## config.mk

```make
export PLATFORM = sky130hd
export DESIGN_NAME = serial_subtractor_nbit
export DESIGN_NICKNAME = d
export VERILOG_FILES = /design/src/rtl/serial_subtractor_nbit.sv
export SDC_FILE = /design/constraint.sdc
export NUM_CORES = 1
export LEC_CHECK = 0
export ABC_CLOCK_PERIOD_IN_PS = 2300
export BUFFER_PORTS_ARGS = -buffer_cell sky130_fd_sc_hd__buf_2
export CAP_MARGIN = 30
export CORE_UTILIZATION = 55
export CTS_BUF_LIST = sky130_fd_sc_hd__clkbuf_4 sky130_fd_sc_hd__clkbuf_8
export CTS_CLUSTER_DIAMETER = 80
export CTS_CLUSTER_SIZE = 10
export DETAILED_ROUTE_END_ITERATION = 8
export GPL_TIMING_DRIVEN = 0
export PLACE_DENSITY = 0.78
export SLEW_MARGIN = 40
export SYNTH_ARGS = -nofsm -noshare
export SYNTH_HDL_FRONTEND = slang
export SYNTH_SLANG_ARGS = --single-unit
```

## constraint.sdc

```tcl
create_clock -name clk -period 2.3 [get_ports clk]
set_clock_uncertainty 0.05 [all_clocks]
set_input_delay 0.46 -clock clk [delete_from_list [all_inputs] [get_ports clk]]
set_output_delay 0.46 -clock clk [all_outputs]
set_load 0.005 [all_outputs]
```

## src/rtl/serial_subtractor_nbit.sv

```systemverilog
// Bit-serial N-bit subtractor: diff = a - b - borrow_in, one bit per clock, LSB first.
// A start/busy/done handshake wraps a single full-subtractor cell and one borrow flip-flop.
module serial_subtractor_nbit #(
    parameter int BIT_WIDTH = 8
) (
    input  logic                 clk,
    input  logic                 rst,
    input  logic                 start,
    input  logic [BIT_WIDTH-1:0] a,
    input  logic [BIT_WIDTH-1:0] b,
    input  logic                 borrow_in,
    output logic                 busy,
    output logic                 done,
    output logic [BIT_WIDTH-1:0] diff,
    output logic                 borrow_out,
    output logic                 zero
);

    localparam int CNT_W = $clog2(BIT_WIDTH) + 1;

    typedef enum logic [1:0] {
        IDLE  = 2'd0,
        SHIFT = 2'd1,
        DONE  = 2'd2
    } state_t;

    state_t state;
    state_t state_next;

    logic [BIT_WIDTH-1:0] sa;
    logic [BIT_WIDTH-1:0] sb;
    logic [BIT_WIDTH-1:0] sr;
    logic                 br;
    logic [CNT_W-1:0]     cnt;

    logic                 accept;
    logic                 last_bit;
    logic                 d;
    logic                 br_next;
    logic [BIT_WIDTH-1:0] sr_next;

    // Full-subtractor cell plus the control decodes shared by the FSM and datapath
    always_comb begin
        accept   = start && ((state == IDLE) || (state == DONE));
        last_bit = (state == SHIFT) && (cnt == CNT_W'(BIT_WIDTH - 1));
        d        = sa[0] ^ sb[0] ^ br;
        br_next  = (~sa[0] & sb[0]) | (~(sa[0] ^ sb[0]) & br);
        sr_next  = {d, sr[BIT_WIDTH-1:1]};
    end

    always_ff @(posedge clk or posedge rst) begin
        if (rst) begin
            state <= IDLE;
        end else begin
            state <= state_next;
        end
    end

    always_comb begin
        state_next = state;
        case (state)
            IDLE:    if (start) state_next = SHIFT;
            SHIFT:   if (last_bit) state_next = DONE;
            DONE:    state_next = start ? SHIFT : IDLE;
            default: state_next = IDLE;
        endcase
    end

    // Operand/result shifters; published outputs move only on the completing edge
    always_ff @(posedge clk or posedge rst) begin
        if (rst) begin
            sa         <= '0;
            sb         <= '0;
            sr         <= '0;
            br         <= 1'b0;
            cnt        <= '0;
            diff       <= '0;
            borrow_out <= 1'b0;
            zero       <= 1'b1;
        end else if (accept) begin
            sa  <= a;
            sb  <= b;
            br  <= borrow_in;
            cnt <= '0;
        end else if (state == SHIFT) begin
            sa  <= sa >> 1;
            sb  <= sb >> 1;
            sr  <= sr_next;
            br  <= br_next;
            cnt <= cnt + CNT_W'(1);
            if (last_bit) begin
                diff       <= sr_next;
                borrow_out <= br_next;
                zero       <= (sr_next == '0);
            end
        end
    end

    assign busy = (state == SHIFT);
    assign done = (state == DONE);

`ifndef SYNTHESIS
    logic [BIT_WIDTH-1:0] cap_a;
    logic [BIT_WIDTH-1:0] cap_b;
    logic                 cap_bin;
    logic [BIT_WIDTH:0]   cap_expect;

    always_ff @(posedge clk or posedge rst) begin
        if (rst) begin
            cap_a   <= '0;
            cap_b   <= '0;
            cap_bin <= 1'b0;
        end else if (accept) begin
            cap_a   <= a;
            cap_b   <= b;
            cap_bin <= borrow_in;
        end
    end

    assign cap_expect = {1'b0, cap_a} - {1'b0, cap_b} - {{BIT_WIDTH{1'b0}}, cap_bin};

    always_ff @(posedge clk) begin
        if (!rst && accept) begin
            assert (!$isunknown({a, b, borrow_in}))
                else $error("serial_subtractor_nbit: unknown operand bits at start");
        end
        if (!rst && last_bit) begin
            assert ({br_next, sr_next} == cap_expect)
                else $error("serial_subtractor_nbit: result %0h differs from %0h",
                            {br_next, sr_next}, cap_expect);
        end
    end
`endif

endmodule

```

==> flow_metrics.env, run 1 <==
export IMPL_cts_clk_slew_worst_paths_ns=0.11
export IMPL_core_area_mm2=0.003028
export IMPL_synth_area_mm2=0.001739
export IMPL_timing_critical_path_arrival_ns=1.57
export IMPL_slowest_delay_ns=0.40
export IMPL_hold_violations=0
export IMPL_ys_seq_area_frac=0.5763
export IMPL_syn_inst=165
export IMPL_grt_pass1_vias=1254
export IMPL_vias=1349
export IMPL_finalMaxSlewViolations=0
export IMPL_cts_root_buf="clkbuf_4"
export IMPL_cp_end_kind="output pin"
export IMPL_drc=0
export IMPL_synth_avg_cell_area_um2=10.54
export IMPL_max_cap_violations=0
export IMPL_seq_area_mm2=0.001002
export IMPL_grt_ovfl_total=0
export IMPL_busiest_layer="met2"
export IMPL_gp_congestion=0.7551
export IMPL_grt_usage=0.2257
export IMPL_ys_warn_count=0
export IMPL_ys_types=29
export IMPL_clock_fmax_ghz=0.4813
export IMPL_final_common_cell="nand2_1"
export IMPL_grt_max_degree=22
export IMPL_antenna_found_initial=0
export IMPL_final_cell_mix="nand2_1, dfrtp_1, buf_2, nor2_1, a31oi_1"
export IMPL_rows=20
export IMPL_drive_gt1_frac=0.2927
export IMPL_start_kind="register"
export IMPL_holdBufCountCts=0
export IMPL_cts_sinks=40
export IMPL_grt_pass1_wl_um=5595
export IMPL_die_w_um=58.23
export IMPL_placed_area_mm2=0.001977
export IMPL_hp_class="in2async"
export IMPL_die_y_um=58.23
export IMPL_utilization=0.6748
export IMPL_path_delay_family="buffers and inverters"
export IMPL_use_met1=0.2919
export IMPL_r2r_cells=4
export IMPL_vdd_drop_max_mv=0.6313
export IMPL_syn_nets=187
export IMPL_start_util=0.5744
export IMPL_drt_vias_per_instance=5.418
export IMPL_num_fill_cells=231
export IMPL_clk_latency_ns=0.34
export IMPL_rsz0062_at_grt="false"
export IMPL_crit_chain="nand2b_1 -> buf_6 -> inv_2 -> buf_2 -> buf_2"
export IMPL_finalNetCount=226
export IMPL_grtUsageMet2=0.3547
export IMPL_tightest_slew_ns=0.4486
export IMPL_drt_iter0_markers=69
export IMPL_grtUsageMet3=0.07366
export IMPL_relSlewSlack=0.7009
export IMPL_period_share=0.9034
export IMPL_timing_setup_tns_ns=0
export IMPL_finalSetupViolCount=0
export IMPL_finalWorstSetupSlack_ns=0.2222
export IMPL_ios=32
export IMPL_area_delta_synth_final_pct=17.48
export IMPL_r2r_start="sa[0]$_DFFE_PP0P_"
export IMPL_postLayoutCellArea_mm2=0.002043
export IMPL_cts_tree="yes"
export IMPL_worstSetupPathType="reg2out"
export IMPL_worst_path_max_fanout=10
export IMPL_reg2reg_to="zero$_DFFE_PP1P_"
export IMPL_post_cts_setup_buffers=0
export IMPL_cts_resized=0
export IMPL_routed_wl_um=3314
export IMPL_period_minus_slack_ns=2.078
export IMPL_critPathBufInv=4
export IMPL_ys_seq_elements=40
export IMPL_cts_buffers=5
export IMPL_r2r_setup_slack_ns=0.70
export IMPL_wl_per_cell_um=13.31
export IMPL_p_leak_nw=1.038
export IMPL_first_pass_iters=5
export IMPL_n_antenna_cell=0
export IMPL_ant_nets=0
export IMPL_multi_input_area_um2=654.4
export IMPL_clock_path_buffers=2
export IMPL_cellPowerDensity_mw_per_mm2=1308
export IMPL_required_ns=1.79
export IMPL_cts_htree_levels=2
export IMPL_dieArea_mm2=0.003391
export IMPL_pre_cts_ws_ns=0.6040
export IMPL_dp_hpwl_um=2368
export IMPL_cp_common_cell="buf_2"
export IMPL_status="finished clean"
export IMPL_io_buffers=31
export IMPL_critical_path_slowest_cell="dfrtp_1"
## per-layer routing
| metal | routed length (um) | up-vias |
|---|---|---|
| li1 | - | 636 |
| met1 | 1443 | 651 |
| met2 | 1596 | 55 |
| met3 | 209 | 7 |
| met4 | 64 | 0 |
| met5 | 0 | - |
## layout make-up
cell class	instances	area share
flip-flops and latches	40	0.4905
clock buffers	8	0.03246
multi-input cells	109	0.3203
plain buffers	10	0.02939
well taps	44	0.02694
inverters	6	0.01102
repair buffers	32	0.08941
## state kept, by name (all words and copies together), names as in the netlist
signal,flops
zero,1
diff,8
sa,8
sb,8
sr,7
state,2
br,1
cnt,4
borrow_out,1
## Yosys cell counts (all sizes together)
cell | count | area [um2]
nand2 | 48 | 180.2
dfrtp | 39 | 975.9
nor2 | 11 | 41.29
a31oi | 8 | 50.05
buf | 8 | 52.55
mux2 | 8 | 116.4
inv | 6 | 22.52
nand3 | 6 | 30.03
a22oi | 5 | 37.54
mux2i | 3 | 30.03
a221o | 2 | 20.02
a22o | 2 | 17.52
and2b | 2 | 15.01
clkbuf | 2 | 7.510
nand2b | 2 | 12.51
nor3 | 2 | 21.27
nor4 | 2 | 12.51
o21ai | 2 | 10.01
a21oi | 1 | 5.000
dfstp | 1 | 26.28
fa | 1 | 20.02
ha | 1 | 12.51
nand3b | 1 | 7.510
nand4 | 1 | 6.260
xor2 | 1 | 8.760
## worst reg2reg max path: cells and delay by family (launching register included)
family,cells,cell delay (ns)
DFF,1,0.42
and+or+nand+nor,2,0.41
adders and majority gates,1,0.53
muxes,1,0.13
## power by group
part	total, mW	internal (mW)	switching (mW)
clock	0.387	0.175	0.212
sequential	1.23	1.02	0.209
combinational	1.06	0.496	0.560
## logic make-up (layout without fill, tap and decap cells)
kind of cell | count (synthesis) | after routing | synth area share
flip-flops | 40 | 40 | 0.5763
XOR/XNOR | 1 | 1 | 0.005037
multiplexers | 11 | 11 | 0.08417
AND/OR/NAND/NOR | 75 | 75 | 0.1878
adder cells (fa/ha/maj) | 2 | 2 | 0.01870
buffers and inverters | 16 | 56 | 0.04748
AO/OA/AOI/OAI | 20 | 20 | 0.08058
## stage by stage
step	power [mW]	hold slack [ns]	std cells
finish	2.673	0.05287	249
global route	2.903	0.05025	249
CTS	2.690	0.05351	249
detailed placement	2.302	0.4024	241
global placement	2.234	0.4001	240
floorplan	1.976	0.4036	165
## how the worst max path moves through the flow
stage / slack, ns / endpoint / start / depth (start not counted)
4_1_cts: 0.20 / busy / state[1]$_DFFE_PP0P_ / 5
3_5_place_dp: 0.60 / busy / state[1]$_DFFE_PP0P_ / 5
5_1_grt: 0.11 / busy / state[1]$_DFFE_PP0P_ / 5
2_1_floorplan: 0.85 / diff[0]$_DFFE_PP0P_ / state[1]$_DFFE_PP0P_ / 5
6_report: 0.22 / busy / state[1]$_DFFE_PP0P_ / 5
3_3_place_gp: 0.42 / sb[5]$_DFFE_PP0P_ / rst / 2
(Power assumes the default switching activity.)
==> inputs of run 2 (changes only) <==
--- a/config.mk
+++ b/config.mk
@@ -5,16 +5,17 @@
 export SDC_FILE = /design/constraint.sdc
 export NUM_CORES = 1
 export LEC_CHECK = 0
-export ABC_CLOCK_PERIOD_IN_PS = 2300
+export ABC_CLOCK_PERIOD_IN_PS = 1900
 export BUFFER_PORTS_ARGS = -buffer_cell sky130_fd_sc_hd__buf_2
 export CAP_MARGIN = 30
-export CORE_UTILIZATION = 55
+export CORE_UTILIZATION = 51
 export CTS_BUF_LIST = sky130_fd_sc_hd__clkbuf_4 sky130_fd_sc_hd__clkbuf_8
 export CTS_CLUSTER_DIAMETER = 80
 export CTS_CLUSTER_SIZE = 10
 export DETAILED_ROUTE_END_ITERATION = 8
 export GPL_TIMING_DRIVEN = 0
-export PLACE_DENSITY = 0.78
+export PLACE_DENSITY = 0.76
+export SETUP_SLACK_MARGIN = 0.4
 export SLEW_MARGIN = 40
 export SYNTH_ARGS = -nofsm -noshare
 export SYNTH_HDL_FRONTEND = slang
==> constraint.sdc (replaced) <==
create_clock -name clk -period 1.9 [get_ports clk]
set_clock_uncertainty 0.05 [all_clocks]
set_input_delay 0.38 -clock clk [delete_from_list [all_inputs] [get_ports clk]]
set_output_delay 0.38 -clock clk [all_outputs]
set_load 0.005 [all_outputs]
==> run 2 against run 1 <==
Effect of this change:
- sequential power rose by 23%
- combinational power up 51%
- critical endpoint unchanged
- via count up 0.96%
- cell count increased by 4.8%
- first-iteration DRC count rose by 1.4%
- register-to-register slack worse by 0.47 ns
==> flow_metrics.env, run 2 (synthesized netlist as in run 1, its figures left out) <==
export IMPL_status="finished clean"
export IMPL_crit_chain="nand2b_4 -> buf_6 -> inv_8 -> buf_6 -> buf_6"
export IMPL_drive_gt1_frac=0.3548
export IMPL_path_delay_family="flip-flops"
export IMPL_critPathBufInv=4
export IMPL_seq_area_mm2=0.001002
export IMPL_rows=20
export IMPL_grt_pass1_vias=1271
export IMPL_tightest_slew_ns=0.3144
export IMPL_cts_root_buf="clkbuf_4"
export IMPL_max_cap_violations=0
export IMPL_timing_critical_path_arrival_ns=1.26
export IMPL_period_share=0.8918
export IMPL_start_kind="register"
export IMPL_io_buffers=31
export IMPL_drt_iter0_markers=70
export IMPL_timing_setup_tns_ns=0
export IMPL_drc=0
export IMPL_placed_area_mm2=0.001969
export IMPL_finalNetCount=238
export IMPL_start_util=0.5516
export IMPL_cts_htree_levels=2
export IMPL_worst_path_max_fanout=3
export IMPL_n_antenna_cell=0
export IMPL_grt_max_degree=27
export IMPL_postLayoutCellArea_mm2=0.002201
export IMPL_final_cell_mix="nand2_1, dfrtp_1, buf_2, nor2_1"
export IMPL_cp_common_cell="buf_6"
export IMPL_cellPowerDensity_mw_per_mm2=1608
export IMPL_relSlewSlack=0.7901
export IMPL_worstSetupPathType="reg2out"
export IMPL_wl_per_cell_um=13.68
export IMPL_finalWorstSetupSlack_ns=0.2057
export IMPL_finalSetupViolCount=0
export IMPL_gp_congestion=0.7570
export IMPL_grt_ovfl_total=0
export IMPL_cts_clk_slew_worst_paths_ns=0.12
export IMPL_cp_end_kind="output pin"
export IMPL_ios=32
export IMPL_dp_hpwl_um=2198
export IMPL_p_leak_nw=1.118
export IMPL_cts_sinks=40
export IMPL_core_area_mm2=0.003153
export IMPL_drt_vias_per_instance=5.218
export IMPL_routed_wl_um=3571
export IMPL_hp_class="in2reg"
export IMPL_vias=1362
export IMPL_grt_pass1_wl_um=5692
export IMPL_clk_latency_ns=0.35
export IMPL_post_layout_nonfiller_instances=261
export IMPL_finalMaxSlewViolations=0
export IMPL_clock_fmax_ghz=0.5902
export IMPL_critical_path_slowest_cell="dfrtp_1"
export IMPL_hold_violations=0
export IMPL_hold_ws_ns=0.1955
export IMPL_utilization=0.6980
export IMPL_total_power_mw=3.538
export IMPL_vdd_drop_max_mv=0.6903
export IMPL_die_w_um=60.40
export IMPL_required_ns=1.47
export IMPL_period_minus_slack_ns=1.694
export IMPL_pre_cts_ws_ns=0.2804
export IMPL_cts_buffers=5
export IMPL_final_common_cell="nand2_1"
export IMPL_reg_largest_list="diff (8), sa (8), sb (8)"
export IMPL_dieArea_mm2=0.003648
export IMPL_num_fill_cells=246
export IMPL_rsz0062_at_grt="true"
export IMPL_cts_tree="yes"
export IMPL_slowest_delay_ns=0.42
export IMPL_area_delta_synth_final_pct=26.55
export IMPL_first_pass_iters=4
export IMPL_r2r_setup_slack_ns=0.23
export IMPL_grt_usage=0.2185
export IMPL_multi_input_area_um2=685.7
export IMPL_antenna_found_initial=0
export IMPL_clock_path_buffers=2
export IMPL_die_y_um=60.40
export IMPL_ant_nets=0
export IMPL_place_inst=241
## run 2: changes by cell type in the layout (fill, tap and decap cells not counted), moves of 2 or more
cell      previous run  this run
buf_6                2         8
clkbuf_1             2         0
buf_2               37        34
buf_4                0         8
## run 2: tightest hold or removal path, stage by stage
cell,delay (ns)
buf_2,0.07
a22oi_1,0.06
nand2_1,0.05
## run 2: timing repair
| item | 4_1_cts | 5_1_grt |
|---|---|---|
| hold buffers | 1 | 0 |
| setup buffers | 8 | 1 |
| gates resized for setup | 10 | 20 |
| gates cloned | 1 | 1 |
| setup endpoints to repair | 10 | 34 |
| pin swaps | 3 | 1 |
| hold endpoints to repair | 13 | 0 |
## run 2: path summary, 6_finish.rpt
check	start	to	depth (start not counted)
worst min register to register	zero$_DFFE_PP1P_	zero$_DFFE_PP1P_	2
max in group asynchronous	rst	sb[4]$_DFFE_PP0P_	4
worst max register to register	state[1]$_DFFE_PP0P_	diff[4]$_DFFE_PP0P_	6
worst max-delay path	state[1]$_DFFE_PP0P_	busy	5
min in group asynchronous	rst	diff[7]$_DFFE_PP0P_	3
worst min-delay path	a[2]	sa[2]$_DFFE_PP0P_	3
## run 2: layout make-up
cell class | count | share of cell area
Buffer | 10 | 0.04150
Clock buffer | 7 | 0.02388
Clock inverter | 1 | 0.002274
Sequential cell | 40 | 0.4554
Inverter | 6 | 0.01364
Tap cell | 44 | 0.02501
Multi-Input combinational cell | 109 | 0.3115
Timing Repair Buffer | 44 | 0.1268
## run 2: per-layer routing
layer | part of all wire | wire length [um] | vias to the layer above | GRT usage
met5 | 0 | 0 | - | 0
met4 | 0.029 | 103 | 0 | 0.1262
met3 | 0.040 | 143 | 11 | 0.05330
met2 | 0.50 | 1789 | 39 | 0.3548
met1 | 0.43 | 1535 | 660 | 0.2653
li1 | - | - | 652 | -
## run 2: power by group
group	switching, mW	leakage (nW)	total [mW]	internal, mW
clock network	0.259	0.0361	0.432	0.173
logic	0.771	0.583	1.60	0.828
registers	0.273	0.499	1.51	1.24
==> inputs of run 3 (changes only) <==
--- a/config.mk
+++ b/config.mk
@@ -14,7 +14,7 @@
 export CTS_CLUSTER_SIZE = 10
 export DETAILED_ROUTE_END_ITERATION = 8
 export GPL_TIMING_DRIVEN = 0
-export PLACE_DENSITY = 0.76
+export PLACE_DENSITY = 0.77
 export SETUP_SLACK_MARGIN = 0.4
 export SLEW_MARGIN = 40
 export SYNTH_ARGS = -nofsm -noshare
==> run 3 against run 2 <==
Effect of this change:
- cell count stayed put
- clock-buffer cell count is 1 lower
- critical path depth stayed put
- non-clock buffer count stayed put
- critical path type unchanged
- flip-flop and latch count stayed put
- core utilization is 0.56 points higher
- highest routed layer unchanged
- cell area is 0.80% higher
- clock power is 30% higher
==> flow_metrics.env, run 3 (synthesized netlist as in run 1, its figures left out) <==
export IMPL_finalWorstSetupSlack_ns=0.2201
export IMPL_r2r_cells=6
export IMPL_cts_sinks=40
export IMPL_area_delta_synth_final_pct=27.55
export IMPL_ios=32
export IMPL_use_met1=0.2841
export IMPL_cp_end_kind="output pin"
export IMPL_finalSetupViolCount=0
export IMPL_grt_pass1_wl_um=6023
export IMPL_grt_max_degree=24
export IMPL_vias=1381
export IMPL_dp_hpwl_um=2369
export IMPL_placed_area_mm2=0.001977
export IMPL_finalMaxSlewViolations=0
export IMPL_clock_path_buffers=2
export IMPL_n_antenna_cell=0
export IMPL_hold_violations=0
export IMPL_r2r_setup_slack_ns=0.22
export IMPL_start_util=0.5516
export IMPL_status="finished clean"
export IMPL_dieArea_mm2=0.003648
export IMPL_routed_wl_um=3624
export IMPL_endpoint="busy"
export IMPL_cts_clk_slew_worst_paths_ns=0.12
export IMPL_die_y_um=60.40
export IMPL_period_minus_slack_ns=1.680
export IMPL_finalNetCount=238
export IMPL_rsz0062_at_grt="true"
export IMPL_drc=0
export IMPL_hp_class="in2reg"
export IMPL_core_area_mm2=0.003153
export IMPL_cts_htree_levels=2
export IMPL_cts_root_buf="clkbuf_4"
export IMPL_die_w_um=60.40
export IMPL_clk_latency_ns=0.35
export IMPL_cellPowerDensity_mw_per_mm2=1634
export IMPL_r2r_start="state[1]$_DFFE_PP0P_"
export IMPL_required_ns=1.47
export IMPL_drt_vias_per_instance=5.291
export IMPL_grtUsageMet3=0.07249
export IMPL_tightest_slew_ns=0.4169
export IMPL_busiest_layer="met2"
export IMPL_reg_largest_list="diff (8), sa (8), sb (8)"
export IMPL_startpoint="state[1]$_DFFE_PP0P_"
export IMPL_grt_usage=0.2367
export IMPL_final_cell_mix="nand2_1, dfrtp_1, buf_2, buf_4, nor2_1"
export IMPL_max_cap_violations=0
export IMPL_drt_iter0_markers=68
export IMPL_grt_pass1_vias=1303
export IMPL_relSlewSlack=0.7217
export IMPL_final_common_cell="nand2_1"
export IMPL_worstSetupPathType="reg2out"
export IMPL_start_kind="register"
export IMPL_timing_setup_tns_ns=0
export IMPL_gp_congestion=0.7458
export IMPL_ant_nets=0
export IMPL_drive_gt1_frac=0.3548
export IMPL_rows=20
export IMPL_p_leak_nw=1.126
export IMPL_vdd_drop_max_mv=0.9925
export IMPL_num_fill_cells=241
export IMPL_clock_fmax_ghz=0.5953
export IMPL_reg2reg_to="diff[1]$_DFFE_PP0P_"
export IMPL_timing_critical_path_arrival_ns=1.25
export IMPL_grt_ovfl_total=0
export IMPL_pre_cts_ws_ns=0.2768
export IMPL_period_share=0.8842
export IMPL_worst_path_max_fanout=2
export IMPL_first_pass_iters=4
export IMPL_cts_tree="yes"
export IMPL_cts_buffers=5
export IMPL_wl_per_cell_um=13.89
export IMPL_postLayoutCellArea_mm2=0.002218
export IMPL_antenna_found_initial=0
export IMPL_io_buffers=31
export IMPL_grtUsageMet2=0.3956
-- run 3: metal layers --
metal,routed length (um),vias up
met5,0,-
met4,53,0
met3,189,10
met2,1863,51
met1,1517,664
li1,-,656
-- run 3: critical path, stage by stage (launching register included) --
cell      delay [ns]
dfrtp_1         0.42
nand2b_4        0.15
buf_6           0.12
inv_8           0.04
buf_8           0.09
buf_6           0.08
-- run 3: where the power goes --
part | leakage, nW | switching [mW] | internal [mW]
clock network | 0.0456 | 0.273 | 0.290
registers | 0.499 | 0.267 | 1.24
logic | 0.581 | 0.760 | 0.799
-- run 3: how the worst min path moves through the flow --
stage | endpoint | slack (ns) | depth (start not counted) | startpoint
floorplan | zero$_DFFE_PP1P_ | 0.40 | 2 | zero$_DFFE_PP1P_
global placement | zero$_DFFE_PP1P_ | 0.40 | 2 | zero$_DFFE_PP1P_
detailed placement | sb[0]$_DFFE_PP0P_ | 0.35 | 2 | rst
CTS | sa[4]$_DFFE_PP0P_ | 0.20 | 3 | a[4]
global route | sa[3]$_DFFE_PP0P_ | 0.17 | 3 | a[3]
finish | sa[0]$_DFFE_PP0P_ | 0.20 | 3 | a[0]
-- run 3: layout make-up --
| cell class | instances | area, um2 | share of cell area |
|---|---|---|---|
| Buffer | 10 | 83.83 | 0.03779 |
| Timing Repair Buffer | 44 | 292.8 | 0.1320 |
| Inverter | 6 | 30.03 | 0.01354 |
| Multi-Input combinational cell | 109 | 674.4 | 0.3040 |
| Sequential cell | 40 | 1002 | 0.4518 |
| Clock buffer | 6 | 45.04 | 0.02030 |
| Clock inverter | 2 | 35.03 | 0.01579 |
| Tap cell | 44 | 55.05 | 0.02482 |
-- run 3: what timing repair did --
action,in CTS,in global routing
setup endpoints to repair,11,24
hold buffers,1,0
pin swaps,2,0
resized for setup,12,13
gates cloned,1,0
buffers inserted,8,2
endpoints found under the hold margin,17,0
-- run 3: stage by stage --
stage	instances	power [mW]	util	hold slack, ns
2_1_floorplan	165	2.392	-	0.4036
3_3_place_gp	240	2.705	0.6183	0.3999
3_5_place_dp	241	2.788	0.6270	0.3470
4_1_cts	259	3.540	0.6893	0.1956
5_1_grt	261	3.897	0.7036	0.1733
6_report	261	3.625	0.7036	0.1975
